`config.mk`:
```
export PLATFORM = sky130hd
export DESIGN_NAME = store_buffer
export DESIGN_NICKNAME = d
export VERILOG_FILES = /design/src/rtl/mips_pkg.sv /design/src/rtl/sb_fwd_match.sv /design/src/rtl/store_buffer.sv
export SDC_FILE = /design/constraint.sdc
export NUM_CORES = 1
export LEC_CHECK = 0
export BUFFER_PORTS_ARGS = -buffer_cell sky130_fd_sc_hd__buf_4
export CELL_PAD_IN_SITES_DETAIL_PLACEMENT = 0
export CELL_PAD_IN_SITES_GLOBAL_PLACEMENT = 1
export CORE_MARGIN = 4
export CORE_UTILIZATION = 23
export DETAILED_ROUTE_END_ITERATION = 10
export GPL_TIMING_DRIVEN = 0
export PLACE_DENSITY_LB_ADDON = 0.1
export SLEW_MARGIN = 30
export SYNTH_ARGS = -nofsm -noshare
export SYNTH_HDL_FRONTEND = slang
export SYNTH_SLANG_ARGS = --single-unit
```
`constraint.sdc`:
```
create_clock -name clk -period 5.4 [get_ports clk]
set_input_delay 0 -clock clk [delete_from_list [all_inputs] [get_ports clk]]
set_output_delay 0 -clock clk [all_outputs]
set_load 0.03 [all_outputs]
```
`src/rtl/mips_pkg.sv`:
```
// Shared types and constants for the MIPS core's data-side store buffer.
//   SB_DEPTH   : default number of buffered stores
//   SB_DW/AW   : default data / byte-address widths
//   SB_PTR_W   : pointer width for the default depth
//   sb_entry_t : one buffered store {valid, word address, data}
package mips_pkg;

  localparam int unsigned SB_DEPTH = 4;
  localparam int unsigned SB_DW    = 32;
  localparam int unsigned SB_AW    = 32;
  localparam int unsigned SB_PTR_W = $clog2(SB_DEPTH);

  typedef struct packed {
    logic                valid;
    logic [SB_AW-3:0]    waddr;
    logic [SB_DW-1:0]    data;
  } sb_entry_t;

endpackage

```
`src/rtl/sb_fwd_match.sv`:
```
// Combinational youngest-match search over the store buffer entries.
// Ports:
//   entries  : entry array (index = slot)
//   head     : oldest slot
//   tail     : next free slot (youngest is tail-1)
//   waddr    : lookup word address
//   hit      : a valid entry matches
//   hit_data : data of the youngest matching entry
module sb_fwd_match
  import mips_pkg::*;
#(
  parameter int unsigned DEPTH = SB_DEPTH
) (
  input  sb_entry_t [DEPTH-1:0]         entries,
  input  logic      [$clog2(DEPTH)-1:0] head,
  input  logic      [$clog2(DEPTH)-1:0] tail,
  input  logic      [SB_AW-3:0]         waddr,
  output logic                          hit,
  output logic      [SB_DW-1:0]         hit_data
);

  localparam int unsigned PW = $clog2(DEPTH);

  // Walk backward from tail-1; the first match found is the youngest.
  // The walk stops once the head slot has been examined.
  always_comb begin
    logic [PW-1:0] idx;
    logic          done;
    hit      = 1'b0;
    hit_data = '0;
    done     = 1'b0;
    idx      = '0;
    for (int unsigned i = 0; i < DEPTH; i++) begin
      idx = tail - PW'(i + 1);
      if (!done && !hit && entries[idx].valid && (entries[idx].waddr == waddr)) begin
        hit      = 1'b1;
        hit_data = entries[idx].data;
      end
      if (idx == head) begin
        done = 1'b1;
      end
    end
  end

endmodule

```
`src/rtl/store_buffer.sv`:
```
// Store buffer between the single-cycle MIPS core data port and a data memory
// whose write port may stall. Stores are queued and drained via valid/ready;
// loads read memory combinationally with youngest-store forwarding.
// Ports:
//   clk, reset_n           : clock, asynchronous active-low reset
//   memwrite, memread      : core store / load request
//   addr, writedata        : core byte address, store data
//   readdata               : load result to core
//   stall                  : store cannot be accepted (buffer full)
//   sb_empty               : no stores pending
//   mem_raddr, mem_rdata   : memory read port (combinational)
//   mem_wvalid/wready      : write handshake for the head entry
//   mem_waddr, mem_wdata   : head entry address (word aligned) and data
// Optional build macro STORE_BUFFER_MERGE_EN: a store hitting the youngest
// entry (when that entry is not the head) overwrites it instead of pushing.
// DW/AW must match the entry widths in mips_pkg.
module store_buffer
  import mips_pkg::*;
#(
  parameter int unsigned DEPTH = SB_DEPTH,
  parameter int unsigned DW    = SB_DW,
  parameter int unsigned AW    = SB_AW
) (
  input  logic          clk,
  input  logic          reset_n,
  input  logic          memwrite,
  input  logic          memread,
  input  logic [AW-1:0] addr,
  input  logic [DW-1:0] writedata,
  output logic [DW-1:0] readdata,
  output logic          stall,
  output logic          sb_empty,
  output logic [AW-1:0] mem_raddr,
  input  logic [DW-1:0] mem_rdata,
  output logic          mem_wvalid,
  input  logic          mem_wready,
  output logic [AW-1:0] mem_waddr,
  output logic [DW-1:0] mem_wdata
);

  localparam int unsigned PW = $clog2(DEPTH);
  localparam int unsigned CW = PW + 1;

  sb_entry_t [DEPTH-1:0] ent_q;
  logic [PW-1:0]         head_q, tail_q;
  logic [CW-1:0]         count_q;

  logic          full, push, pop, merge;
  logic          fwd_hit;
  logic [DW-1:0] fwd_data;

  assign full = (count_q == CW'(DEPTH));

`ifdef STORE_BUFFER_MERGE_EN
  logic [PW-1:0] last;
  assign last = tail_q - PW'(1);
  // count > 1 guarantees the youngest entry is not the head being drained.
  assign merge = memwrite && (count_q > CW'(1)) && ent_q[last].valid &&
                 (ent_q[last].waddr == addr[AW-1:2]);
`else
  assign merge = 1'b0;
`endif

  assign push       = memwrite && !full && !merge;
  assign pop        = mem_wvalid && mem_wready;
  // Held even if a pop frees a slot this cycle; the core retries next cycle.
  assign stall      = memwrite && full && !merge;
  assign sb_empty   = (count_q == '0);
  assign mem_wvalid = !sb_empty;
  assign mem_waddr  = {ent_q[head_q].waddr, 2'b00};
  assign mem_wdata  = ent_q[head_q].data;
  assign mem_raddr  = addr;

  always_ff @(posedge clk or negedge reset_n) begin
    if (!reset_n) begin
      ent_q   <= '0;
      head_q  <= '0;
      tail_q  <= '0;
      count_q <= '0;
    end else begin
      if (push) begin
        ent_q[tail_q] <= '{valid: 1'b1, waddr: addr[AW-1:2], data: writedata};
        tail_q        <= tail_q + PW'(1);
      end
`ifdef STORE_BUFFER_MERGE_EN
      if (merge) begin
        ent_q[last].data <= writedata;
      end
`endif
      if (pop) begin
        ent_q[head_q].valid <= 1'b0;
        head_q              <= head_q + PW'(1);
      end
      if (push && !pop) begin
        count_q <= count_q + CW'(1);
      end else if (pop && !push) begin
        count_q <= count_q - CW'(1);
      end
    end
  end

  sb_fwd_match #(
    .DEPTH(DEPTH)
  ) u_fwd (
    .entries (ent_q),
    .head    (head_q),
    .tail    (tail_q),
    .waddr   (addr[AW-1:2]),
    .hit     (fwd_hit),
    .hit_data(fwd_data)
  );

  // Same-cycle store is not yet in the buffer, so it is never forwarded.
  assign readdata = (memread && fwd_hit) ? fwd_data : mem_rdata;

endmodule

```
==> results of run 1 <==
==> synthesized netlist by cell type (30+ instances only) <==
library cell / number
a211oi_1: 35
a21boi_1: 30
a21oi_1: 49
a31o_2: 32
buf_1: 47
buf_4: 50
clkbuf_1: 74
dfrtp_1: 259
mux2_2: 259
mux2i_1: 124
mux4_2: 218
nand2_1: 119
nor2_1: 42
nor2b_1: 32
o21ai_0: 70
xnor2_1: 75
xor2_1: 40
==> repair_timing <==
action	CTS	global route
pin swaps	9	5
buffers inserted	10	16
hold buffers	47	0
hold endpoints to repair	358	0
setup endpoints to repair	33	32
cloned	0	1
gates resized for setup	116	37
==> cells by family (layout without fill, tap and decap cells) <==
kind of cell / Yosys count / count (layout)
compound gates: 252 / 252
xor+xnor: 115 / 115
fa+ha+maj: 10 / 10
buf+inv: 212 / 569
flops: 259 / 259
mux: 601 / 601
other cells: 1 / 2
simple gates: 240 / 240
==> path summary, 6_finish.rpt <==
check	start	end	slack, ns	cells after the start
worst min-delay path	reset_n	asynchronous set/reset pin	0.03	3
worst min register to register	count_q[2]$_DFFE_PN0P_	count_q[2]$_DFFE_PN0P_	0.49	1
worst max-delay path	tail_q[0]$_DFFE_PN0P_	readdata[31]	0.14	20
min in group clk	addr[20]	flop	0.03	2
max in group asynchronous	reset_n	asynchronous set/reset pin	4.54	4
worst max register to register	tail_q[0]$_DFFE_PN0P_	tail_q[1]$_DFFE_PN0P_	1.85	14
==> routing by layer <==
metal	track usage, %	part of all wire (%)	wire length, um
met1	25.4	44	40300
met2	32.6	49	44900
met3	2.62	4.2	3800
met5	0	0	0
met4	4.50	2.1	1890
==> cell type report <==
class                      instances  area [sq um]  area share [%]
buffer                           195          1260            4.79
inverter                          17          66.3           0.253
multi-input combinational       1220         13300            50.9
tap                             1165          1460            5.56
sequential                       259          6480            24.7
clock inverter                    11          95.1           0.363
timing repair buffer             288          2430            9.25
clock buffer                      58          1110            4.22
==> through the flow <==
| step | setup WS, ns | TNS, ns | cells |
|---|---|---|---|
| after detailed placement | -2.25 | -69.76 | 3070 |
| final | 0.136 | 0 | 3213 |
| after floorplan | 0.687 | 0 | 1691 |
| after global routing | -0.00687 | -0.0123 | 3213 |
| after global placement | -2.29 | -71.16 | 3066 |
| after CTS | 0.00821 | 0 | 3196 |
==> worst reg2reg max path, delay by kind of cell, from the launching register on <==
| kind | cells | cell delay, ns |
|---|---|---|
| fa+ha+maj | 1 | 0.33 |
| flops | 1 | 0.36 |
| simple gates | 1 | 0.08 |
| compound gates | 1 | 0.10 |
| buf+inv | 11 | 2.57 |
==> power groups by stage <==
stage          sequential (mW)  clock [mW]  combinational, mW
2_1_floorplan             3.77           0               9.14
3_3_place_gp              4.27           0               13.1
3_5_place_dp              4.35           0               13.2
4_1_cts                   4.33        2.59               13.7
5_1_grt                   4.54        2.64               14.6
6_report                  4.37        2.49               13.8
==> metrics list, run 1 <==
* Worst Tran Pin Value: approximately 0.96 ns
* Final hold slack: about 0.030 ns
- The tree is rooted in a clkbuf_16.
* Antenna violations before repair: 0
- The most used flip-flop cell after synthesis is dfrtp_1.
- Net switching power: 9.66 mW
* Sequential area share after synthesis: 31.6%
* Number of cell rows: approximately 110
* Post-synthesis compound-gate area fraction: between 8 and 9%
- In this run the mean area of a mapped cell was roughly 12 sq um.
- In this run the worst path has a maximum fanout of 11.
* CTS tree: done
* Proportion of synthesized flip-flops having asynchronous set or reset: 100%
- After layout, the minimum clock period comes to approximately 5.3 ns.
- Combinational logic is responsible for about two thirds of the overall power.
* Post-synthesis cell area: approximately 20000 sq um
- Yosys printed 0 warnings.
- Post-DP HPWL: 65100 um
* DRT Pass-1 Iters: 5
* Antenna Diode Count: 0
* Internal power: 11.0 mW
- Total power of the final layout: just over 20 mW
- Registers are responsible for 21.2% of the overall power.
* Cell area reported after detailed placement: about 24000 sq um
- Across all layers, the routed design uses about 16000 vias.
- Number of remaining DRC errors: 0
* Number of enable-type register cells in the synthesized netlist: 0
- Synth Instances: around 1700
* First DRT Iteration DRCs: ~900
- Between clock sinks in the finished design, the worst skew comes to 0.0315 ns.
* Result of the run: complete, no violations
* Type of destination of the critical path: output pin
* Final instance area: around 26000 sq um
- Routed vias/inst: around 5.1
- WP data required: 5.40 ns
- Timing would allow up to 190 MHz.
- The analysis attributes to cell leakage a power of around 10 nW.
- Leading cell types in the layout, fill and taps excluded: buf_4 (275), mux2_2 (259), dfrtp_1 (259), mux4_2 (218), nand2_1 (119)
* Pin count of the biggest net entering global routing: about 80
* CTS sink cnt: 259
- The max-slew violation count was 0.
* Number of storage elements in the synthesis netlist: between 200 and 300
- Worst IR drop on VDD: between 0.0003 and 0.0004 V
- After layout, the worst path uses between 90 and 100% of the clock period.
* Adder-cell share of the synthesized area: less than 1%
- I/O pins: 232
* Post-detailed-routing wire length: 90900 um
- The H-tree was split into 2 levels.
* Net Sw Frac: a little under half
- Port Buf Inserts: 210
- Endpoints failing setup: 0
- For this configuration, the core starts out at a cell density of a little under a quarter.
* Total power density per cell area: 787 nW/um^2
* Main combinational cell family by area after synthesis: multiplexers
- Of the cells placed in the final design, the portion with a size suffix greater than 1 is 48.2%.
- Simple-gate share of the synthesized area: 5.54%
- The worst pin sits at a relative slew slack of between 30 and 40%.
- The congestion estimate from routability-driven global placement came to approximately 0.9.
* Crit Path Category: reg2out
- The number of clock buffers added by TritonCTS is 39.
- Vias in the first global route: 17414
- The first global-routing pass estimated 131000 um of wire.
* Slowest library cell on the worst path: mux4_2
* Fraction of post-synthesis cell area in the top cell type by area: 31.6%
- The clock network burns ~12% of the power.
- Count of final hold-check violations: 0
* Average routed wire per standard cell: 28.3 um
* Most common library cell in the layout ignoring fill and taps: buf_4
- For this run, the total global-route usage over all layers was measured as 19.0%.
- Chip height: approximately 310 um
- Source-to-sink clock delay at the later pin of the worst-skew pair: about 0.57 ns
* Number of maximum-capacitance violations: 0
* CP most frequent cell: buf_12
- Biggest area consumer among synthesized cells: dfrtp_1
- In the final design database the tool counted between 2000 and 2500 nets.
- Max stage delay on crit path: just over 0.5 ns
* CTS clk-pin slew, worst paths: 0.06 ns
- Of the post-synthesis cell area, the part taken by muxes is 44.2%.
* Leading post-synthesis cells by cell area: dfrtp_1 (32%), mux4_2 (24%), mux2_2 (14%)
- The die covers 94100 sq um.
- Distinct cell type count after synthesis: 55
- Grouping stages by cell kind, the critical path spends the most delay in buffers and inverters.
- Critical Path Source Type: flop
* Area inside the core boundary: 88500 sq um
- For this run the aggregate overflow at the end of global routing stands at 0.
- The area growth from synthesis to layout is 27.8%.
* Detail Route Antenna Nets: 0
* Bufs on Longest Clock Path: 3
* XOR/XNOR Fraction of Synth Area: a little under 5%
- Hold Path Class: in2async
* Count of filler cells inserted in the layout: 9126
* Cell-by-cell listing of the critical path: buf_6 > buf_12 > inv_1 > buf_4 > clkbuf_8 > ha_4 > buf_12 > buf_12 > mux4_2 > xor2_1 > nor4_2 > nand4_1 > nor4_4 > buf_12 > o41ai_4 > buf_4 > buf_4 > nor2b_1 > a21oi_2 > buf_6
- At the worst endpoint, the arrival time is 5.26 ns.
* Fin util: between 20% and 30%
- Buffers and inverters on the worst path: 11
* Die extent in x: just over 300 um
No activity file was read; power rests on OpenSTA's default activity.
==> run 2, diff against run 1 <==
--- a/config.mk
+++ b/config.mk
@@ -10,6 +10,7 @@
 export CELL_PAD_IN_SITES_GLOBAL_PLACEMENT = 1
 export CORE_MARGIN = 4
 export CORE_UTILIZATION = 23
+export CTS_BUF_LIST = sky130_fd_sc_hd__clkbuf_16
 export DETAILED_ROUTE_END_ITERATION = 10
 export GPL_TIMING_DRIVEN = 0
 export PLACE_DENSITY_LB_ADDON = 0.1
==> constraint.sdc (replaced) <==
create_clock -name clk -period 4.85 [get_ports clk]
set_input_delay 0 -clock clk [delete_from_list [all_inputs] [get_ports clk]]
set_output_delay 0 -clock clk [all_outputs]
set_load 0.03 [all_outputs]
==> run 2 against run 1 <==
  * Sequential share of layout area shrank 1.2 points
  * Clock power up 6%
  * Utilization grew 1.5 points
  * First-iteration DRC count is 3.8% higher
  * Global-route usage is 0.19 points higher
  * Register-to-register slack worse by 0.20 ns
  * Sequential cell count stayed put
  * Combinational power is 17% higher
  * Cell count rose by 0.84%
  * Non-clock buffer count grew 27
  * Worst hold slack got worse by 0.0033 ns
==> metrics list, run 2 (synthesized netlist as in run 1, its figures left out) <==
- Result of the run: complete, no violations
- Most common library cell in the layout ignoring fill and taps: buf_4
- Worst setup slack before clock tree synthesis: -2.80 ns (-0.550 ns)
* Ratio of cells with drive above 1 in the final layout: 53.3% (+5.0 points)
- Static timing analysis puts the maximum clock frequency at around 210 MHz.
- The TritonCTS sink count came to 259 (unchanged).
* Max stage delay on crit path: 0.46 ns (-0.05 ns)
- The peak supply drop is 0.000387 V (+11%).
- The number of I/O pins is 232 (unchanged).
* Setup clock skew after layout: 0.0273 ns (-0.00425 ns)
- Max_slew headroom: 35.0% (-0.95 points)
- The path class of the tightest hold or removal check is in2reg.
- Slowest library cell on the worst path: nor4_2
* Final cycle utilization of the critical path: between 90% and 100%
- Count of final hold-check violations: 0 (unchanged)
- Die extent in x: 307 um (unchanged)
* Unrepaired setup endpoints after global routing: true
- The routed wire length was 91600 um (+0.70%).
* Antenna violations before repair: 0 (unchanged)
* Leading cell types in the layout, fill and taps excluded: buf_4 (268), mux2_2 (259), dfrtp_1 (259), mux4_2 (218), nand2_1 (119)
- The total negative setup slack is 0 ns (unchanged).
* Number of remaining DRC errors: 0 (unchanged)
* WP data required: 4.85 ns (-0.55 ns)
* Worst setup slack after layout: 0.143 ns (+0.00748 ns)
* First-pass GRT wire length: 132000 um (+0.69%)
- The overall die area was 94100 sq um (unchanged).
- The number of levels the H-tree was split into is 2 (unchanged).
- The HPWL reported at the end of detailed placement came to 65100 um (unchanged).
* Placed Cells incl. Taps: 3070 (unchanged)
* CTS clk-pin slew, worst paths: 0.06 ns (about the same)
- Type of destination of the critical path: output pin
- The number of buffers created by CTS came to 39 (unchanged).
- The area of the core came to 88500 sq um (unchanged).
* Endpoints failing setup: 0 (unchanged)
- The critical path in this run is classified as reg2out.
- Worst Tran Pin Value: 0.975 ns (+0.0143 ns)
- The worst path buffer plus inverter count came to 10 (-1).
* Vias after detailed routing: 16616 (+1.6%)
* Total GRT Usage: 19.2% (+0.19 points)
* Vias in the first global route: 17576 (+0.93%)
* Antenna Diode Count: 0 (unchanged)
- Weighted congestion at the end of routability-driven global placement: 0.889 (unchanged)
- Total power density per cell area: 860 nW/um^2 (+9.3%)
- The static leakage came to 11.0 nW (+6.9%).
- The number of buffers between clock root and the deepest sink is 3 (unchanged).
* First DRT Iteration DRCs: 932 (+3.8%)
* WP data arrival: 4.71 ns (-0.55 ns)
* Port Buf Inserts: 210 (unchanged)
- The number of iterations in the first detailed-routing pass came to 5 (unchanged).
- The maximum fanout along the worst path was 10 (-1).
- Total power of the final layout: 23.7 mW (+15%)
- Cell-by-cell listing of the critical path: buf_6 > buf_12 > inv_6 > buf_6 > ha_4 > buf_12 > buf_16 > buf_12 > mux4_2 > xor2_1 > nor4_2 > o2111ai_2 > nor4_4 > buf_12 > nor3_4 > clkbuf_4 > a21boi_1 > a21oi_2 > buf_4
- Effective utilization at floorplan: 23.2% (unchanged)
- Clock tree synthesis selected as its root buffer the cell clkbuf_16.
- The height of the die was 307 um (unchanged).
- Number of pins exceeding their max-slew limit in the final report: 0 (unchanged)
- Source-to-sink clock delay at the later pin of the worst-skew pair: 0.58 ns (about the same)
- TritonCTS built the clock tree.
* Number of maximum-capacitance violations: 0 (unchanged)
* # nets final: 2158 (+1.3%)
- Broken down by cell family, the worst path's largest delay share belongs to buffers and inverters.
- The number of standard cells in the layout, taps in and fillers out came to 3240 (+0.84%).
* CP most frequent cell: buf_12
- Number of cell rows: 109 (unchanged)
- Total congestion overflow: 0 (unchanged)
- Growth of design area from synthesis to finish: 34.1%
- The vias per cell is 5.13 (+0.71%).
- Detail Route Antenna Nets: 0 (unchanged)
- Average routed wire per standard cell: 28.3 um (-0.14%)
* Post-layout minimum cycle time: between 4 and 5 ns
- Critical Path Source Type: flop
- The pin count of the biggest net entering global routing came to 81 (unchanged).
==> run 2: cell count changes in the layout (fill, tap and decap cells not counted), moves of 16 or more <==
cell,change
a21oi_1,-20
a21oi_2,+16
buf_6,+25
clkbuf_1,-21
nor2b_1,-25
nor2b_4,+24
==> run 2: worst paths after layout <==
check                                        from                    endpoint  slack [ns]  depth (start not counted)
min in group asynchronous                 reset_n  asynchronous set/reset pin        0.04                          3
hold reg to reg            count_q[2]$_DFFE_PN0P_      count_q[2]$_DFFE_PN0P_        0.49                          1
setup / recovery            tail_q[0]$_DFFE_PN0P_                 readdata[9]        0.14                         19
hold / removal                           addr[20]                        flop        0.03                          2
max in group asynchronous                 reset_n  asynchronous set/reset pin        3.99                          4
setup reg to reg           count_q[0]$_DFFE_PN0P_                        flop        1.65                          8
==> run 2: layer usage <==
layer | global-route usage [%] | vias up | wire length (um)
li1 | - | 7169 | -
met1 | 25.3 | 8795 | 40100
met2 | 32.7 | 530 | 44800
met3 | 3.00 | 122 | 4080
met4 | 5.38 | 0 | 2530
met5 | 0 | - | 0
==> run 2: final cells by class <==
type / instances / area [sq um]
Clock inverter: 30 / 166
Inverter: 17 / 81.3
Fill cell: 9045 / 61000
Clock buffer: 39 / 976
Sequential cell: 259 / 6480
Buffer: 191 / 1360
Tap cell: 1165 / 1460
Timing Repair Buffer: 319 / 2920
Multi-Input combinational cell: 1220 / 14100
==> run 2: power by group <==
part / internal (mW) / switching (mW)
Sequential: 3.27 / 1.61
Combinational: 7.85 / 8.29
Clock: 1.51 / 1.14
==> run 2: timing repair <==
| item | 4_1_cts | 5_1_grt |
|---|---|---|
| hold endpoints to repair | 347 | 0 |
| setup buffers | 39 | 13 |
| resized for setup | 290 | 74 |
| endpoints found under the setup margin | 33 | 32 |
| hold buffers | 45 | 0 |
| cloned | 7 | 1 |
| pin swaps | 31 | 23 |
==> run 2: per-stage QoR <==
step	hold WS (ns)	area [sq um]	util (%)
after detailed placement	-0.0560	23700	26.8
after global placement	0.218	23600	26.6
after global routing	0.0338	27500	31.1
after CTS	0.00159	27100	30.6
final	0.0270	27500	31.1
after floorplan	-0.296	20500	-
